**src/rtl/regfile_pkg.sv**
```systemverilog
// regfile_pkg: shared types and default sizes for the scoreboarded register file.
package regfile_pkg;
    localparam int DEF_WIDTH = 32;
    localparam int DEF_AW = 5;
    typedef enum logic {IDLE, SWEEP} state_e;
endpackage

```
**src/rtl/regfile_sb_clr.sv**
```systemverilog
// regfile_sb_clr: clear-sweep FSM that walks every register address once per clr_req.
module regfile_sb_clr
    import regfile_pkg::*;
#(
    parameter int AW = DEF_AW
) (
    input  logic          clk,
    input  logic          rst,
    input  logic          clr_req,
    output logic          clr_busy,
    output logic          clr_we,
    output logic [AW-1:0] clr_addr
);
    state_e        state_q;
    logic [AW-1:0] cnt_q;
    logic          busy_q;
    always_ff @(posedge clk or negedge rst) begin
        if (!rst) begin
            state_q <= IDLE;
            cnt_q   <= '0;
            busy_q  <= 1'b0;
        end else if (state_q == IDLE) begin
            cnt_q <= '0;
            if (clr_req) begin
                state_q <= SWEEP;
                busy_q  <= 1'b1;
            end
        end else begin
            cnt_q <= cnt_q + AW'(1);
            // last address reached: the sweep has covered all DEPTH entries
            if (&cnt_q) begin
                state_q <= IDLE;
                busy_q  <= 1'b0;
            end
        end
    end
    assign clr_busy = busy_q;
    assign clr_we   = busy_q;
    assign clr_addr = cnt_q;
endmodule

```
**src/rtl/regfile_sb.sv**
```systemverilog
// regfile_sb: 2R1W register file with write bypass, busy scoreboard and a full-file clear sweep.
module regfile_sb
    import regfile_pkg::*;
#(
    parameter int WIDTH    = DEF_WIDTH,
    parameter int AW       = DEF_AW,
    parameter bit ZERO_REG = 1'b1
) (
    input  logic             clk,
    input  logic             rst,
    input  logic [AW-1:0]    rd_addr1,
    input  logic [AW-1:0]    rd_addr2,
    output logic [WIDTH-1:0] rd_data1,
    output logic [WIDTH-1:0] rd_data2,
    output logic             rd_busy1,
    output logic             rd_busy2,
    input  logic             wr_en,
    input  logic [AW-1:0]    wr_addr,
    input  logic [WIDTH-1:0] wr_data,
    input  logic             issue_en,
    input  logic [AW-1:0]    issue_addr,
    input  logic             clr_req,
    output logic             clr_busy
);
    localparam int DEPTH = 1 << AW;
    logic [WIDTH-1:0] mem_q [DEPTH];
    logic [DEPTH-1:0] busy_q;
    logic             clr_we;
    logic [AW-1:0]    clr_addr;
    logic             wr_live, wr_keep, iss_keep, hit1, hit2;
    regfile_sb_clr #(.AW(AW)) u_clr (
        .clk      (clk),
        .rst      (rst),
        .clr_req  (clr_req),
        .clr_busy (clr_busy),
        .clr_we   (clr_we),
        .clr_addr (clr_addr)
    );
    // all external write/issue traffic is dropped while the sweep owns the file
    assign wr_live  = wr_en && !clr_we;
    assign wr_keep  = wr_live && !(ZERO_REG && wr_addr == '0);
    assign iss_keep = issue_en && !clr_we && !(ZERO_REG && issue_addr == '0);
    assign hit1     = wr_live && wr_addr == rd_addr1;
    assign hit2     = wr_live && wr_addr == rd_addr2;
    assign rd_data1 = (hit1 && wr_keep) ? wr_data : mem_q[rd_addr1];
    assign rd_data2 = (hit2 && wr_keep) ? wr_data : mem_q[rd_addr2];
    assign rd_busy1 = busy_q[rd_addr1] && !hit1;
    assign rd_busy2 = busy_q[rd_addr2] && !hit2;
    always_ff @(posedge clk or negedge rst) begin
        if (!rst) begin
            for (int i = 0; i < DEPTH; i++) mem_q[i] <= '0;
            busy_q <= '0;
        end else if (clr_we) begin
            mem_q[clr_addr]  <= '0;
            busy_q[clr_addr] <= 1'b0;
        end else begin
            if (wr_keep) mem_q[wr_addr] <= wr_data;
            if (wr_live) busy_q[wr_addr] <= 1'b0;
            if (iss_keep) busy_q[issue_addr] <= 1'b1;
        end
    end
endmodule

```
**config.mk**
```make
export PLATFORM = sky130hd
export DESIGN_NAME = regfile_sb
export DESIGN_NICKNAME = d
export VERILOG_FILES = /design/src/rtl/regfile_pkg.sv /design/src/rtl/regfile_sb_clr.sv /design/src/rtl/regfile_sb.sv
export SDC_FILE = /design/constraint.sdc
export NUM_CORES = 2
export LEC_CHECK = 0
export BUFFER_PORTS_ARGS = -buffer_cell sky130_fd_sc_hd__buf_2
export CAP_MARGIN = 20
export CELL_PAD_IN_SITES_DETAIL_PLACEMENT = 0
export CELL_PAD_IN_SITES_GLOBAL_PLACEMENT = 1
export CORE_MARGIN = 2
export CORE_UTILIZATION = 52
export DETAILED_ROUTE_END_ITERATION = 10
export HOLD_SLACK_MARGIN = 0.15
export PLACE_DENSITY_LB_ADDON = 0.25
export SLEW_MARGIN = 15
export SYNTH_ARGS = -nofsm -noshare
export SYNTH_HDL_FRONTEND = slang
export SYNTH_HIERARCHICAL = 1
export SYNTH_SLANG_ARGS = --single-unit
```
**constraint.sdc**
```tcl
create_clock -name clk -period 2.9 [get_ports clk]
set_input_delay 0 -clock clk [delete_from_list [all_inputs] [get_ports clk]]
set_output_delay 0 -clock clk [all_outputs]
set_load 0.1 [all_outputs]
```
### After elaboration in Yosys (flattened, before gate mapping)

Cells that the tools add are included.

* flip-flop bits (word level): 1063
* input port bits: 57
* output and inout port bits: 67
* logic and storage cells: 127

* $add $sub $neg: 1
* magnitude comparators: 14
* equal/unequal tests: 3
* mux-type cells: 36
* bitwise logic cells: 11
* reduce and logical (&&, ||, !) cells: 26

Operators with widths (number)
* $mux W1024: 2
* $and A1024 B1024 Y1024: 1
* $bwmux W1024: 1
* $not A1024 Y1024: 1
* $mux W32: 12
* $bmux W32 S5: 2
* $demux W32 S5: 2
* $and A32 B32 Y32: 2
* $not A32 Y32: 2
* $or A32 B32 Y32: 1
* $lt A5 B6 Y1 const B: 5
* $ge A6 B6 Y1 const B: 4
* $not A5 Y6: 4
* $demux W1 S5: 3
* $ge A5 B1 Y1 const B: 3
* $logic_and A1 B1 Y1: 15
* $lt A6 B1 Y1 const B: 2
* $mux W1: 11
* $bmux W1 S5: 2
* $eq A5 B5 Y1: 2
* $logic_not A5 Y1: 2
* $add A5 B1 Y5 const B: 1
* $logic_not A1 Y1: 5
* $mux W5: 1
* 4 further kinds: 5

### Longest topological paths before layout

* depth after elaboration: 11
* mapped depth: 9
* gate-level depth less buffers: 5

### Modules after synthesis

The synthesis kept the hierarchy.

By module, submodules not included
* regfile_sb: instances 1, cells an instance 4910, area an instance 56674.4 µm², sequential area each 26425.3 µm²
* regfile_sb_clr: instances 1, cells an instance 26, area an instance 307.8 µm², sequential area each 175.2 µm²

### Worst setup path after synthesis

No wires, ideal clock.

* kind: reg-to-output
* start: register u_clr.busy_q (netlist: u_clr/clr_busy)
* end: output port rd_busy1
* data arrival time: 2.802 ns
* required time: 2.900 ns
* path slack: 0.098 ns
* stages on the path, launching flop included: 6
* buffers on the path: 2
* path through: dfrtp_1 buf_4 nand2b_1 buf_2 nor3_1 nor2_1

* word-level cells in the longest chain between the ends: 5

Ends and longest elaborated chain
* start: declaration: RTL line regfile_sb_clr.sv:16 `logic busy_q;`
* start signal: assignment: RTL line regfile_sb_clr.sv:21 `busy_q <= 1'b0;`
* start signal: assignment: RTL line regfile_sb_clr.sv:26 `busy_q <= 1'b1;`
* start signal: assignment: RTL line regfile_sb_clr.sv:33 `busy_q <= 1'b0;`
* $logic_not A1 Y1: RTL line regfile_sb.sv:40 `assign wr_live = wr_en && !clr_we;`
* $logic_and A1 B1 Y1: RTL line regfile_sb.sv:40
* $logic_and A1 B1 Y1: RTL line regfile_sb.sv:43 `assign hit1 = wr_live && wr_addr == rd_addr1;`
* $logic_not A1 Y1: RTL line regfile_sb.sv:47 `assign rd_busy1 = busy_q[rd_addr1] && !hit1;`
* $logic_and A1 B1 Y1: RTL line regfile_sb.sv:47
* end: declaration: RTL line regfile_sb.sv:15 `output logic rd_busy1,`

Every way passes these cells.

### Worst setup path after layout

* start: input port wr_addr[4]
* end: output port rd_data2[4]

* word-level cells in the longest chain between the ends: 5
* elaborated cells between the ends (all ways): 7
* classes of those cells: 1 x eq/ne; 1 x mux; 5 x reduce/logical

Ends and longest elaborated chain
* start: declaration: RTL line regfile_sb.sv:18 `input logic [AW-1:0] wr_addr,`
* $logic_not A5 Y1: RTL line regfile_sb.sv:41 `assign wr_keep = wr_live && !(ZERO_REG && wr_addr == '0);`
* $logic_not A1 Y1: RTL line regfile_sb.sv:41
* $logic_and A1 B1 Y1: RTL line regfile_sb.sv:41
* $logic_and A1 B1 Y1 *: RTL line regfile_sb.sv:46 `assign rd_data2 = (hit2 && wr_keep) ? wr_data : mem_q[rd_addr2];`
* $mux W32 *: RTL line regfile_sb.sv:46
* end: declaration: RTL line regfile_sb.sv:14 `output logic [WIDTH-1:0] rd_data2,`

Mark *: on every way between the ends. The rest lies on a longest branch, timed or not.

==> results.txt <==
DPL Wire Length = 131,000 µm
clock sink count = 1,063
Largest stage delay, worst path = 0.58 ns
leak pwr = 0.0310 µW
Routability Congestion = 0.881
clk buf depth = 3
area occupied by multi-input gates = 0.0283 mm²
count of cell types in the netlist = 56
Clock Tree Root = clkbuf_16
crit-path cells = dlygate4sd3_1 -> buf_2 -> or3_1 -> or3_1 -> nand2_2 -> buf_12 -> mux2_1 -> buf_12
CP max stage cell = or3_1
Post-DRT Antenna Nets = 0
CP max FO = 22
Ports = 124
Avg Inst Size Synth = 11.5 µm²
WHS Path Cells = 3
commonest cells after routing, fill and taps aside = dfrtp_1, mux2i_1, a22o_1
nets = 4,956
status = finished, final reports clean
CTS tree = done
pwr/cell area = 723 mW/mm²
reg2reg start = u_clr/clr_busy$_DFFE_PN0P_
first-pass GRT wire length = 335,000 µm
Total Neg Setup Slack = 0 ns
Avg WL per Cell = 36.2 µm
FF+latch area = 0.0266 mm²
sequential area share after synthesis = 0.467
CTS H-Tree Depth = 3
fillcell total = 8,747
vias per cell = 7.47
residual DRC count = 0
worst slack at placement = 0.126 ns
Slew @ Worst Pin = 1.23 ns
Total GRT Usage = 0.407
vias in the first global route = 47,300
DP Cell Count = 6,138
grt ovf = 0
YS warnings = 6
CP Launch Type = input pin
starting density of the core = 0.524
EDFF count, synth = 0
Final Worst Setup Slack = 0.0491 ns
routed vias = 47,900
most common cell after layout, fill and taps aside = dfrtp_1
Final Cycle Share = 0.983
insertion delay to the later sink of the worst-skew pair = 0.76 ns
most common flop cell mapped by yosys = dfrtp_1
GRT met1 Usage = 0.558
Core Area = 0.109 mm²
slew margin rel. = 0.175
Layout Area Growth over Synthesis = 15.8%
Max Cap Viol = 0
height of the die = 335 µm
Worst setup EP type = primary output
met3 GRT Util = 0.120
largest net degree at the start of global routing = 93
number of synthesized register bits = 1,063
reg2reg path depth = 7
Inserted Clock Buffers = 115
fin crit period = 2.85 ns
R2R Path End = mem_q[858]$_DFFE_PN0P_
hold endpoint = busy_q[6]$_DFF_PN0_
Iter 0 DRT Violations = 6,414
Hold Crit Start = issue_addr[1]
mapped cell area = 0.0570 mm²
syn_nets = 4,996
async set or reset register ratio after synthesis = 1.00
DRT Pass-1 Iters = 6
initial antenna violation count = 4
final wirelength = 232,000 µm
Final setup viols = 0
worst reg2reg setup slack = 0.12 ns
max-slew violations = 0
clk slew on worst S/H paths = 0.06 ns
VDD IR max = 0.527 mV
final clock skew = 0.0403 ns
Post-Synthesis Cells = 4,936
WS Path Type = in2out
Hold Path Class = in2reg
GR peak layer = met2
postcts setup bufs = 0
Final Hold Vio Count = 0
RSZ-0062 raised after global routing = no
share of cells above drive strength 1 = 0.154
port bufs = 123
achievable frequency = 351 MHz
CP required = 2.90 ns
Die W = 335 µm
met2 Resource Use GR = 0.583
Cell Rows = 121
fin cells = 6,409
Critical Path AT = 2.85 ns
Die Area = 0.112 mm²
==> registers in the layout, summed over array words and instances (netlist names) <==
name,count
busy_q,32
u_clr/clr_addr,5
u_clr/clr_busy,1
u_clr/state_q,1
mem_q,1024
==> cell families (layout without fill, tap and decap cells) <==
logic type | after synthesis | in the layout | synth area share
AO/OA/AOI/OAI | 1874 | 1874 | 0.255
multiplexers | 1111 | 1111 | 0.201
flip-flops | 1063 | 1063 | 0.467
buffers and inverters | 623 | 681 | 0.0473
AND/OR/NAND/NOR | 251 | 251 | 0.0274
XOR/XNOR | 11 | 11 | 0.00169
adder cells (fa/ha/maj) | 3 | 3 | 0.000659
other | 0 | 1 | 0
==> synthesized netlist by cell type (all sizes together) (2+ instances only) <==
cell / instances / area [µm²]
nand4: 2 / 12.5
or2: 7 / 43.8
nor4: 66 / 434
xnor2: 8 / 70.1
a22oi: 512 / 3840
nor4b: 2 / 23.8
nand2: 25 / 93.8
a31oi: 2 / 12.5
nand3: 6 / 40.0
o21ai: 24 / 120
a22o: 997 / 8730
nor3b: 5 / 37.5
nand3b: 5 / 37.5
buf: 293 / 1460
and2: 42 / 263
or3: 4 / 25.0
xor2: 3 / 26.3
a221oi: 11 / 96.3
inv: 11 / 41.3
mux2i: 1027 / 10300
o211ai: 10 / 75.1
and3: 8 / 50.1
nand2b: 10 / 62.6
nor2b: 13 / 81.3
a21oi: 301 / 1510
clkbuf: 319 / 1200
mux4: 20 / 450
or3b: 4 / 40.0
o22a: 8 / 70.1
nor3: 5 / 25.0
dfrtp: 1063 / 26600
mux2: 64 / 721
a32o: 3 / 30.0
ha: 3 / 37.5
nor2: 45 / 272
==> repair_timing <==
action,4_1_cts,5_1_grt
endpoints found under the hold margin,2089,0
hold buffers,53,0
setup endpoints to repair,1,3
resized for setup,1,3
==> report_power, final <==
part	internal (µW)	switching, µW
Clock	8880	6620
Combinational	5260	7290
Sequential	17400	2260
Total	31500	16200
==> layer usage <==
layer | share of wire | vias to the layer above
met5 | 0.00022 | -
met4 | 0.061 | 8
met3 | 0.13 | 841
met2 | 0.42 | 3515
met1 | 0.39 | 24300
li1 | - | 19200
==> critical path, delay by kind of cell <==
kind | cells | cell delay, ns
buffers and inverters | 4 | 1.24
and+or+nand+nor | 3 | 1.12
muxes | 1 | 0.47
==> per-stage QoR <==
step	instance area (µm²)	utilization	power, µW	hold WS (ns)
finish	66000	0.607	47700	0.221
global route	66000	0.607	49200	0.257
CTS	65900	0.607	47400	0.174
detailed placement	61400	0.565	31900	0.0402
global placement	61400	0.565	31700	0.0565
floorplan	57000	-	27000	-0.296
==> final cells by class <==
type                       count  share of cell area
timing repair buffer         455              0.0809
clock buffer                 176              0.0525
inverter                      11            0.000626
multi-input combinational   3250               0.428
tap                         1414              0.0268
sequential                  1063               0.403
clock inverter                39             0.00764
antenna                        1           0.0000379
==> how the worst max path moves through the flow <==
stage | to | from | cells past startpoint
finish | rd_data2[4] | wr_addr[4] | 8
floorplan | rd_busy1 | u_clr/clr_busy$_DFFE_PN0P_ | 5
detailed placement | busy_q[4]$_DFF_PN0_ | u_clr/clr_addr[2]$_DFF_PN0_ | 4
global route | rd_data2[4] | wr_addr[4] | 8
global placement | busy_q[4]$_DFF_PN0_ | u_clr/clr_addr[2]$_DFF_PN0_ | 4
CTS | rd_data1[30] | u_clr/clr_busy$_DFFE_PN0P_ | 7
(Power assumes the default switching activity.)
